### config.mk
export PLATFORM = sky130hd
export DESIGN_NAME = video_timing_gen
export DESIGN_NICKNAME = d
export VERILOG_FILES = /design/src/rtl/video_timing_pkg.sv /design/src/rtl/timing_axis.sv /design/src/rtl/video_timing_gen.sv
export SDC_FILE = /design/constraint.sdc
export NUM_CORES = 1
export LEC_CHECK = 0
export ABC_CLOCK_PERIOD_IN_PS = 2900
export CORE_MARGIN = 2
export CORE_UTILIZATION = 44
export CTS_BUF_LIST = sky130_fd_sc_hd__clkbuf_2
export CTS_CLUSTER_DIAMETER = 100
export CTS_CLUSTER_SIZE = 8
export DETAILED_ROUTE_END_ITERATION = 16
export PLACE_DENSITY = 0.78
export REMOVE_ABC_BUFFERS = 1
export SETUP_SLACK_MARGIN = 0.1
export SYNTH_ARGS = -nofsm -noshare
export SYNTH_HDL_FRONTEND = slang
export SYNTH_HIERARCHICAL = 1
export SYNTH_SLANG_ARGS = --single-unit
### constraint.sdc
create_clock -name CLK_DRV -period 2.9 [get_ports CLK_DRV]
set_clock_uncertainty 0.15 [all_clocks]
set_input_delay 0.29 -clock CLK_DRV [delete_from_list [all_inputs] [get_ports CLK_DRV]]
set_output_delay 0.29 -clock CLK_DRV [all_outputs]
set_load 0.05 [all_outputs]
### src/rtl/video_timing_pkg.sv
// rtl/video_timing_pkg.sv - shared raster constants and window type for video_timing_gen
package video_timing_pkg;

    localparam int PONG_H_TOTAL       = 455;
    localparam int PONG_V_TOTAL       = 262;
    localparam int PONG_H_BLANK_START = 0;
    localparam int PONG_H_BLANK_END   = 80;
    localparam int PONG_H_SYNC_START  = 32;
    localparam int PONG_H_SYNC_END    = 64;
    localparam int PONG_V_BLANK_START = 0;
    localparam int PONG_V_BLANK_END   = 16;
    localparam int PONG_V_SYNC_START  = 4;
    localparam int PONG_V_SYNC_END    = 8;

    // Half-open window [start, stop); start == stop is never active.
    typedef struct packed {
        logic [31:0] start;
        logic [31:0] stop;
    } window_t;

    function automatic window_t make_window(input int first, input int past);
        window_t w;
        w.start = 32'(first);
        w.stop  = 32'(past);
        return w;
    endfunction

endpackage

### src/rtl/timing_axis.sv
// rtl/timing_axis.sv - one raster axis: wrapping counter with load, next-count decodes
module timing_axis
    import video_timing_pkg::*;
#(
    parameter int      W     = 9,
    parameter int      TOTAL = PONG_H_TOTAL,
    parameter window_t BLANK = make_window(PONG_H_BLANK_START, PONG_H_BLANK_END),
    parameter window_t SYNC  = make_window(PONG_H_SYNC_START, PONG_H_SYNC_END)
) (
    input  logic         clk,
    input  logic         resetn,
    input  logic         step,
    input  logic         load,
    input  logic [W-1:0] load_value,
    output logic [W-1:0] count,
    output logic         term_next,
    output logic         blank_next,
    output logic         sync_next,
    output logic         wrap
);

    if (longint'(TOTAL) > (longint'(1) << W)) begin : g_bad_range
        $fatal(1, "timing_axis: TOTAL does not fit the counter width");
    end
    if (TOTAL < 2) begin : g_bad_total
        $fatal(1, "timing_axis: TOTAL must be at least 2");
    end
    if (int'(BLANK.start) > int'(BLANK.stop) || int'(BLANK.stop) > TOTAL) begin : g_bad_blank
        $fatal(1, "timing_axis: blank window outside 0..TOTAL");
    end
    if (int'(SYNC.start) > int'(SYNC.stop) || int'(SYNC.stop) > TOTAL) begin : g_bad_sync
        $fatal(1, "timing_axis: sync window outside 0..TOTAL");
    end

    // One extra bit so TOTAL == 2**W and window edges at TOTAL stay representable.
    localparam logic [W:0] TOT  = (W+1)'(TOTAL);
    localparam logic [W:0] LAST = TOT - (W+1)'(1);
    localparam logic [W:0] BS   = (W+1)'(BLANK.start);
    localparam logic [W:0] BE   = (W+1)'(BLANK.stop);
    localparam logic [W:0] SS   = (W+1)'(SYNC.start);
    localparam logic [W:0] SE   = (W+1)'(SYNC.stop);

    logic [W-1:0] count_next;
    logic [W:0]   next_x;

    always_comb begin
        count_next = count;
        if (!resetn) begin
            count_next = '0;
        end else if (load) begin
            count_next = ({1'b0, load_value} >= TOT) ? '0 : load_value;
        end else if (step) begin
            count_next = ({1'b0, count} == LAST) ? '0 : count + 1'b1;
        end
    end

    always_ff @(posedge clk) begin
        if (!resetn) begin
            count <= '0;
        end else begin
            count <= count_next;
        end
    end

    // Decodes look at the next count so the registered flags line up with count.
    assign next_x     = {1'b0, count_next};
    assign term_next  = (next_x == LAST);
    assign blank_next = (next_x >= BS) && (next_x < BE);
    assign sync_next  = (next_x >= SS) && (next_x < SE);
    assign wrap       = step && ({1'b0, count} == LAST);

endmodule

### src/rtl/video_timing_gen.sv
// rtl/video_timing_gen.sv - parametrised H/V raster timing generator with genlock load
module video_timing_gen
    import video_timing_pkg::*;
#(
    parameter int HW            = 9,
    parameter int VW            = 9,
    parameter int H_TOTAL       = PONG_H_TOTAL,
    parameter int V_TOTAL       = PONG_V_TOTAL,
    parameter int H_BLANK_START = PONG_H_BLANK_START,
    parameter int H_BLANK_END   = PONG_H_BLANK_END,
    parameter int H_SYNC_START  = PONG_H_SYNC_START,
    parameter int H_SYNC_END    = PONG_H_SYNC_END,
    parameter int V_BLANK_START = PONG_V_BLANK_START,
    parameter int V_BLANK_END   = PONG_V_BLANK_END,
    parameter int V_SYNC_START  = PONG_V_SYNC_START,
    parameter int V_SYNC_END    = PONG_V_SYNC_END
) (
    input  logic          CLK_DRV,
    input  logic          RESET_N,
    input  logic          PIX_CE,
    input  logic          ALIGN,
    input  logic [HW-1:0] ALIGN_H,
    input  logic [VW-1:0] ALIGN_V,
    output logic [HW-1:0] HCOUNT,
    output logic [VW-1:0] VCOUNT,
    output logic          HRESET,
    output logic          HRESET_N,
    output logic          VRESET,
    output logic          VRESET_N,
    output logic          HBLANK,
    output logic          VBLANK,
    output logic          HSYNC_N,
    output logic          VSYNC_N,
    output logic          CSYNC_N
);

    logic load;
    logic h_term, h_blank, h_sync, h_wrap;
    logic v_term, v_blank, v_sync;

    // A load wins over the V step inside the axis, so ALIGN never double-steps V.
    assign load = ALIGN && PIX_CE;

    timing_axis #(
        .W     (HW),
        .TOTAL (H_TOTAL),
        .BLANK (make_window(H_BLANK_START, H_BLANK_END)),
        .SYNC  (make_window(H_SYNC_START, H_SYNC_END))
    ) u_h_axis (
        .clk        (CLK_DRV),
        .resetn     (RESET_N),
        .step       (PIX_CE),
        .load       (load),
        .load_value (ALIGN_H),
        .count      (HCOUNT),
        .term_next  (h_term),
        .blank_next (h_blank),
        .sync_next  (h_sync),
        .wrap       (h_wrap)
    );

    timing_axis #(
        .W     (VW),
        .TOTAL (V_TOTAL),
        .BLANK (make_window(V_BLANK_START, V_BLANK_END)),
        .SYNC  (make_window(V_SYNC_START, V_SYNC_END))
    ) u_v_axis (
        .clk        (CLK_DRV),
        .resetn     (RESET_N),
        .step       (h_wrap && PIX_CE),
        .load       (load),
        .load_value (ALIGN_V),
        .count      (VCOUNT),
        .term_next  (v_term),
        .blank_next (v_blank),
        .sync_next  (v_sync),
        .wrap       ()
    );

    always_ff @(posedge CLK_DRV) begin
        if (!RESET_N) begin
            HRESET   <= 1'b0;
            HRESET_N <= 1'b1;
            VRESET   <= 1'b0;
            VRESET_N <= 1'b1;
        end else begin
            HRESET   <= h_term;
            HRESET_N <= !h_term;
            VRESET   <= h_term && v_term;
            VRESET_N <= !(h_term && v_term);
        end
        // Under reset the axis next-counts are forced to 0, giving the count-0 decode.
        HBLANK  <= h_blank;
        VBLANK  <= v_blank;
        HSYNC_N <= !h_sync;
        VSYNC_N <= !v_sync;
        CSYNC_N <= !(h_sync ^ v_sync);
    end

endmodule

After elaboration in Yosys (flattened, before gate mapping):

Index checks and enable logic that the tools add are counted.

* add/sub/neg operators: 2
* $lt $le $gt $ge: 10
* equality and inequality tests: 4
* mux-type cells: 10
* bitwise operators: 1
* reduce and logical (&&, ||, !) cells: 13

Operators by type and width (count)
* 9-bit 2-to-1 mux: 10
* 9-bit == test, second input constant: 4
* 9-bit by 1-bit adder with 9-bit output, second input constant: 2
* 9-bit by 1-bit >= comparator with 1-bit output, second input constant: 2
* 9-bit >= comparator, second input constant: 2
* 9-bit by 7-bit less-than comparator with 1-bit output, second input constant: 2
* 9-bit by 3-bit >= comparator with 1-bit output, second input constant: 1
* 9-bit by 6-bit >= comparator with 1-bit output, second input constant: 1
* 9-bit by 4-bit less-than comparator with 1-bit output, second input constant: 1
* 9-bit by 5-bit less-than comparator with 1-bit output, second input constant: 1
* 1-bit logical AND: 8
* 1-bit zero test: 5
* 1-bit bitwise XOR: 1

* bits in registers: 27
* output and inout bits: 27
* logic and storage cells: 51

Longest topological paths before layout:

* depth in word-level cells: 10
* gate-level depth with buffers: 12
* depth with buffers taken out: 11

Cells and area by module:

The synthesis kept the hierarchy.

Modules (own cells, without submodules)
* timing_axis (u_h_axis): times used 1, cells each 92, area each 721.9 µm², seq. area each 180.2 µm²
* timing_axis (u_v_axis): times used 1, cells each 79, area each 709.4 µm², seq. area each 180.2 µm²
* video_timing_gen: times used 1, cells each 18, area each 231.5 µm², seq. area each 180.2 µm²

Least setup slack after synthesis:

No wires, ideal clock.

* path type: flip-flop to flip-flop
* start point: register u_h_axis.count[1]
* end point: register CSYNC_N
* library setup time: 0.072 ns
* arrival time: 3.204 ns
* required time: 2.678 ns
* path slack: -0.527 ns
* cell stages (with the launch flop): 12
* buffers on the path: 1
* clock period less this slack: 3.427 ns
* path through: dfxtp_1 ha_1 or4b_4 nor4_4 and2_1 buf_4 nand4_1 xor2_1 a211oi_1 or3_4 nor4_2 xnor2_1

* word-level cells in the longest chain between the ends: 10
* elaborated cells on any way between the ends: 19
* classes of those cells: add/sub: 1; order compare: 4; eq/ne: 1; mux: 7; bitwise: 1; reduce/logical: 5

RTL lines
* from (decl): RTL line timing_axis.sv:15 `output logic [W-1:0] count,`
* from (signal assigned): RTL line timing_axis.sv:61 `count <= count_next;`
* 9-bit == test *: RTL line timing_axis.sv:70 `assign wrap = step && ({1'b0, count} == LAST);`
* 1-bit logical AND *: RTL line timing_axis.sv:70
* net h_wrap: RTL line video_timing_gen.sv:38 `logic h_term, h_blank, h_sync, h_wrap;`
* 1-bit logical AND *: RTL line video_timing_gen.sv:70 `.step (h_wrap && PIX_CE),`
* 9-bit 2-to-1 mux *: RTL line timing_axis.sv:52 `end else if (step) begin`
* 9-bit 2-to-1 mux *: RTL line timing_axis.sv:50 `end else if (load) begin`
* 9-bit 2-to-1 mux *: RTL line timing_axis.sv:48 `if (!resetn) begin`
* 9-bit by 3-bit >= comparator with 1-bit output / 9-bit by 4-bit less-than comparator with 1-bit output (equally long branches): RTL line timing_axis.sv:69 `assign sync_next = (next_x >= SS) && (next_x < SE);`
* 1-bit logical AND *: RTL line timing_axis.sv:69
* net v_sync: RTL line video_timing_gen.sv:39 `logic v_term, v_blank, v_sync;`
* 1-bit bitwise XOR *: RTL line video_timing_gen.sv:97 `CSYNC_N <= !(h_sync ^ v_sync);`
* 1-bit zero test *: RTL line video_timing_gen.sv:97
* to (signal assigned): RTL line video_timing_gen.sv:97
* to (decl): RTL line video_timing_gen.sv:34 `output logic CSYNC_N`

Mark *: on every way through the listed nets, which the timed path passes. The rest lies on a longest branch.
A chain may end at the register's enable or synchronous reset.

Final worst setup path:

* start point: register u_h_axis.count[0]
* end point: register VRESET

* word-level cells in the longest chain between the ends: 8
* elaborated cells on any way between the ends: 14
* classes of those cells: add/sub: 1; eq/ne: 3; mux: 7; reduce/logical: 3

RTL lines
* 9-bit == test: RTL line timing_axis.sv:70
* 1-bit logical AND: RTL line timing_axis.sv:70
* net h_wrap: RTL line video_timing_gen.sv:38
* 1-bit logical AND: RTL line video_timing_gen.sv:70
* 9-bit 2-to-1 mux: RTL line timing_axis.sv:52
* 9-bit 2-to-1 mux: RTL line timing_axis.sv:50
* 9-bit 2-to-1 mux: RTL line timing_axis.sv:48
* 9-bit == test: RTL line timing_axis.sv:67 `assign term_next = (next_x == LAST);`
* net v_term: RTL line video_timing_gen.sv:39
* 1-bit logical AND: RTL line video_timing_gen.sv:89 `VRESET <= h_term && v_term;`
* to (signal assigned): RTL line video_timing_gen.sv:89
* to (decl): RTL line video_timing_gen.sv:28 `output logic VRESET,`

The timed path passes the listed nets, and every way through them passes these cells.

==> metrics.txt <==
outcome finished, violations left; failing checks setup timing; worst-margin pin slew 0.485 ns; row count 22; compound-gate portion of the synthesized area 0.214; io pins 49; Hold Crit Endpoint u_v_axis/count[0]; Max Transition Viols Final 0; quantity of I/O buffers inserted on ports 48; simple logic cell fraction of the synthesized area 0.324; Synth Cell Area 1660 um2; vias per std cell 5.73; reg2reg start u_h_axis/count[0]; Root Buffer clkbuf_2; relative slew slack 0.668; Worst path max stage delay 0.48 ns; Initial Utilization 0.458; worst-skew pair later-pin latency 0.36 ns; Crit Path Class flop to flop; # setup viols final 2; DRC viols 0; maxcap violations 0; Yosys cell types 63; Core Area 3630 um2; r2r setup slk -0.003 ns; # fillers 324; Routed Wire Length 5000 um; Hold Crit Class input port to flop; top_reg_cell synth dfxtp_1; yosys warns 6; GP Congestion 0.969; DIE AREA 4290 um2; Fmax 344 MHz; clk sinks 27; post-synthesis register bit count 27; ant diodes 0; Setup crit end kind flop; Remaining Overflow, GRT 0; DRT Pass-1 Iters 5; startpoint types flop; HPWL Detailed 3820 um; fraction of registers with async set/reset 0; vias post-DR 1821; Clock Path Buffers 2; worst path bufs/invs 1; slowest cell on the critical path or4b_4; Post-synth EDFFs 0; PD cells 344 nW/um2; Final Cycle Share 1.00; wire length per cell 15.7 um; CTS buffer count 3; share of layout cells above drive strength 1 0.252; Reg clk slew, reported paths 0.26 ns; worst hold start ALIGN_V[0]; Die Span Y 65.5 um; vias in the first global route 1645; Post-Synth XOR/XNOR Area 0.0474; fin util 0.691; register area share after synthesis 0.325; post-route setup slack -0.00285 ns; Synth Instances 189; gr usage total 0.246; worst endpoint data arrival time 3.04 ns; minimum clock period 2.90 ns; Leak Pwr 0.991 nW; setup total negative slack -0.00310 ns; Die W 65.5 um; combinational family with the most area after synthesis simple AND/OR/NAND/NOR gates; first-pass GRT wire length 8110 um; initial antenna violation count 0; multiplexer area fraction after synthesis 0.00602; maximum VDD drop 0.235 mV; hold depth 3; final hold violation count 0; R2R Path End VRESET; CTS tree done; Mean Syn Cell Area 8.80 um2; largest net degree at the start of global routing 17; Crit Path Max Fanout 4; final antenna-violating net count 0; delay-heaviest family, CP simple AND/OR/NAND/NOR gates; nets 297; crit-path cells inv_1, ha_1, or4b_4, nor4_4, and2_4, nand3_2, or3_1, a311oi_1, or3_4, nor4bb_4, and3_1; critical path required time 3.03 ns; area grow syn2layout 51.1%; DR iter-0 viols 157; post-synthesis adder-cell area fraction 0.0301; RSZ-0062 raised after global routing true; H-tree Lvls 1; r2r worst-path depth 11
[worst reg2reg max path, stage by stage (launching register included)]
cell      delay (ns)
dfxtp_2         0.38
inv_1           0.05
ha_1            0.13
or4b_4          0.48
nor4_4          0.17
and2_4          0.21
nand3_2         0.12
or3_1           0.37
a311oi_1        0.34
or3_4           0.23
nor4bb_4        0.05
and3_1          0.15
[stage by stage]
stage          area, um2  setup WS [ns]  instances  total power [mW]  hold slack [ns]
2_1_floorplan       1630         -0.634        184             0.577            0.209
3_3_place_gp        2400         -0.112        311             0.713            0.458
3_5_place_dp        2400         -0.147        311             0.713            0.460
4_1_cts             2470         0.0339        316             0.863            0.334
5_1_grt             2510         -0.151        318             0.904            0.333
6_report            2510       -0.00285        318             0.865            0.351
[worst max-delay path by stage]
stage / start / to / slack (ns) / cells after the start
after global placement: PIX_CE / VRESET / -0.11 / 12
after global routing: u_h_axis/count[0] / VRESET / -0.15 / 11
after detailed placement: PIX_CE / VRESET / -0.15 / 12
after CTS: u_h_axis/count[0] / VRESET / 0.03 / 12
final: u_h_axis/count[0] / VRESET / -0.003 / 11
after floorplan: u_h_axis/count[1] / CSYNC_N / -0.63 / 10
[state kept, by name (all words and copies together) (netlist names)]
signal,cells
HSYNC_N,1
u_v_axis/count,9
u_h_axis/count,9
VSYNC_N,1
HRESET_N,1
HRESET,1
VRESET_N,1
VBLANK,1
CSYNC_N,1
HBLANK,1
VRESET,1
[area by class of cell]
type	instances	area, um2	area share
Clock inverter	1	7.51	0.00299
Inverter	14	52.6	0.0209
Multi-Input combinational cell	143	1100	0.436
Clock buffer	3	15.0	0.00598
Sequential cell	27	542	0.216
Tap cell	48	60.1	0.0239
Timing Repair Buffer	82	739	0.294
[what timing repair did]
action	CTS	global route
setup buffers	1	2
pin swaps	9	6
resized for setup	7	5
endpoints found under the setup margin	5	7
hold buffers	0	0
[synthesized netlist by cell type (all sizes together) (2+ instances only)]
library cell / n / share of area
nor4: 6 / 0.043
nor3b: 2 / 0.0090
a31oi: 2 / 0.0075
nand4: 5 / 0.023
o31ai: 2 / 0.0090
or2b: 2 / 0.0090
a22oi: 3 / 0.014
or3: 4 / 0.018
a32oi: 2 / 0.011
o211ai: 2 / 0.0090
and3: 4 / 0.015
a21oi: 11 / 0.033
nor2b: 2 / 0.0075
and2: 6 / 0.023
or2: 2 / 0.0075
buf: 5 / 0.022
dfxtp: 27 / 0.33
a311oi: 2 / 0.014
inv: 14 / 0.032
o21a: 2 / 0.0090
nand3: 10 / 0.033
xor2: 4 / 0.021
ha: 4 / 0.030
and4: 2 / 0.012
nor3: 8 / 0.027
o32ai: 2 / 0.011
nor2: 8 / 0.018
xnor2: 5 / 0.026
o41ai: 2 / 0.022
o21ai: 3 / 0.011
nand2: 18 / 0.041
[metal layers]
layer / share of wire / GRT usage
met1: 0.44 / 0.348
met2: 0.45 / 0.378
met3: 0.091 / 0.0531
met4: 0.010 / 0.0651
met5: 0 / 0
[logic make-up (layout without fill, tap and decap cells)]
| logic type | Yosys count | count (layout) |
|---|---|---|
| compound gates | 45 | 45 |
| xor+xnor | 9 | 9 |
| fa+ha+maj | 4 | 4 |
| buf+inv | 19 | 100 |
| flops | 27 | 27 |
| mux | 1 | 1 |
| simple gates | 84 | 84 |
[power breakdown]
| part | switching (mW) | internal (mW) | total (mW) | leakage (nW) |
|---|---|---|---|---|
| Combinational | 0.176 | 0.132 | 0.308 | 0.756 |
| Clock | 0.112 | 0.0320 | 0.144 | 0.0126 |
| Sequential | 0.0196 | 0.393 | 0.413 | 0.221 |
[layout by cell type, fill, tap and decap left out, drive strengths merged, types with 2 or more instances in the layout]
cell type       n
clkdlybuf4s50  48
buf            34
dfxtp          27
nand2          18
inv            14
a21oi          11
nand3          10
nor2            8
nor3            8
and2            6
nor4            6
xnor2           5
nand4           5
and3            4
xor2            4
ha              4
or3             4
clkbuf          3
a22oi           3
o21ai           3
and4            2
o211ai          2
nor2b           2
nor3b           2
o31ai           2
a31oi           2
or2b            2
o21a            2
o41ai           2
a32oi           2
or2             2
a311oi          2
o32ai           2
Note: power is estimated with default switching activity, not from simulation.
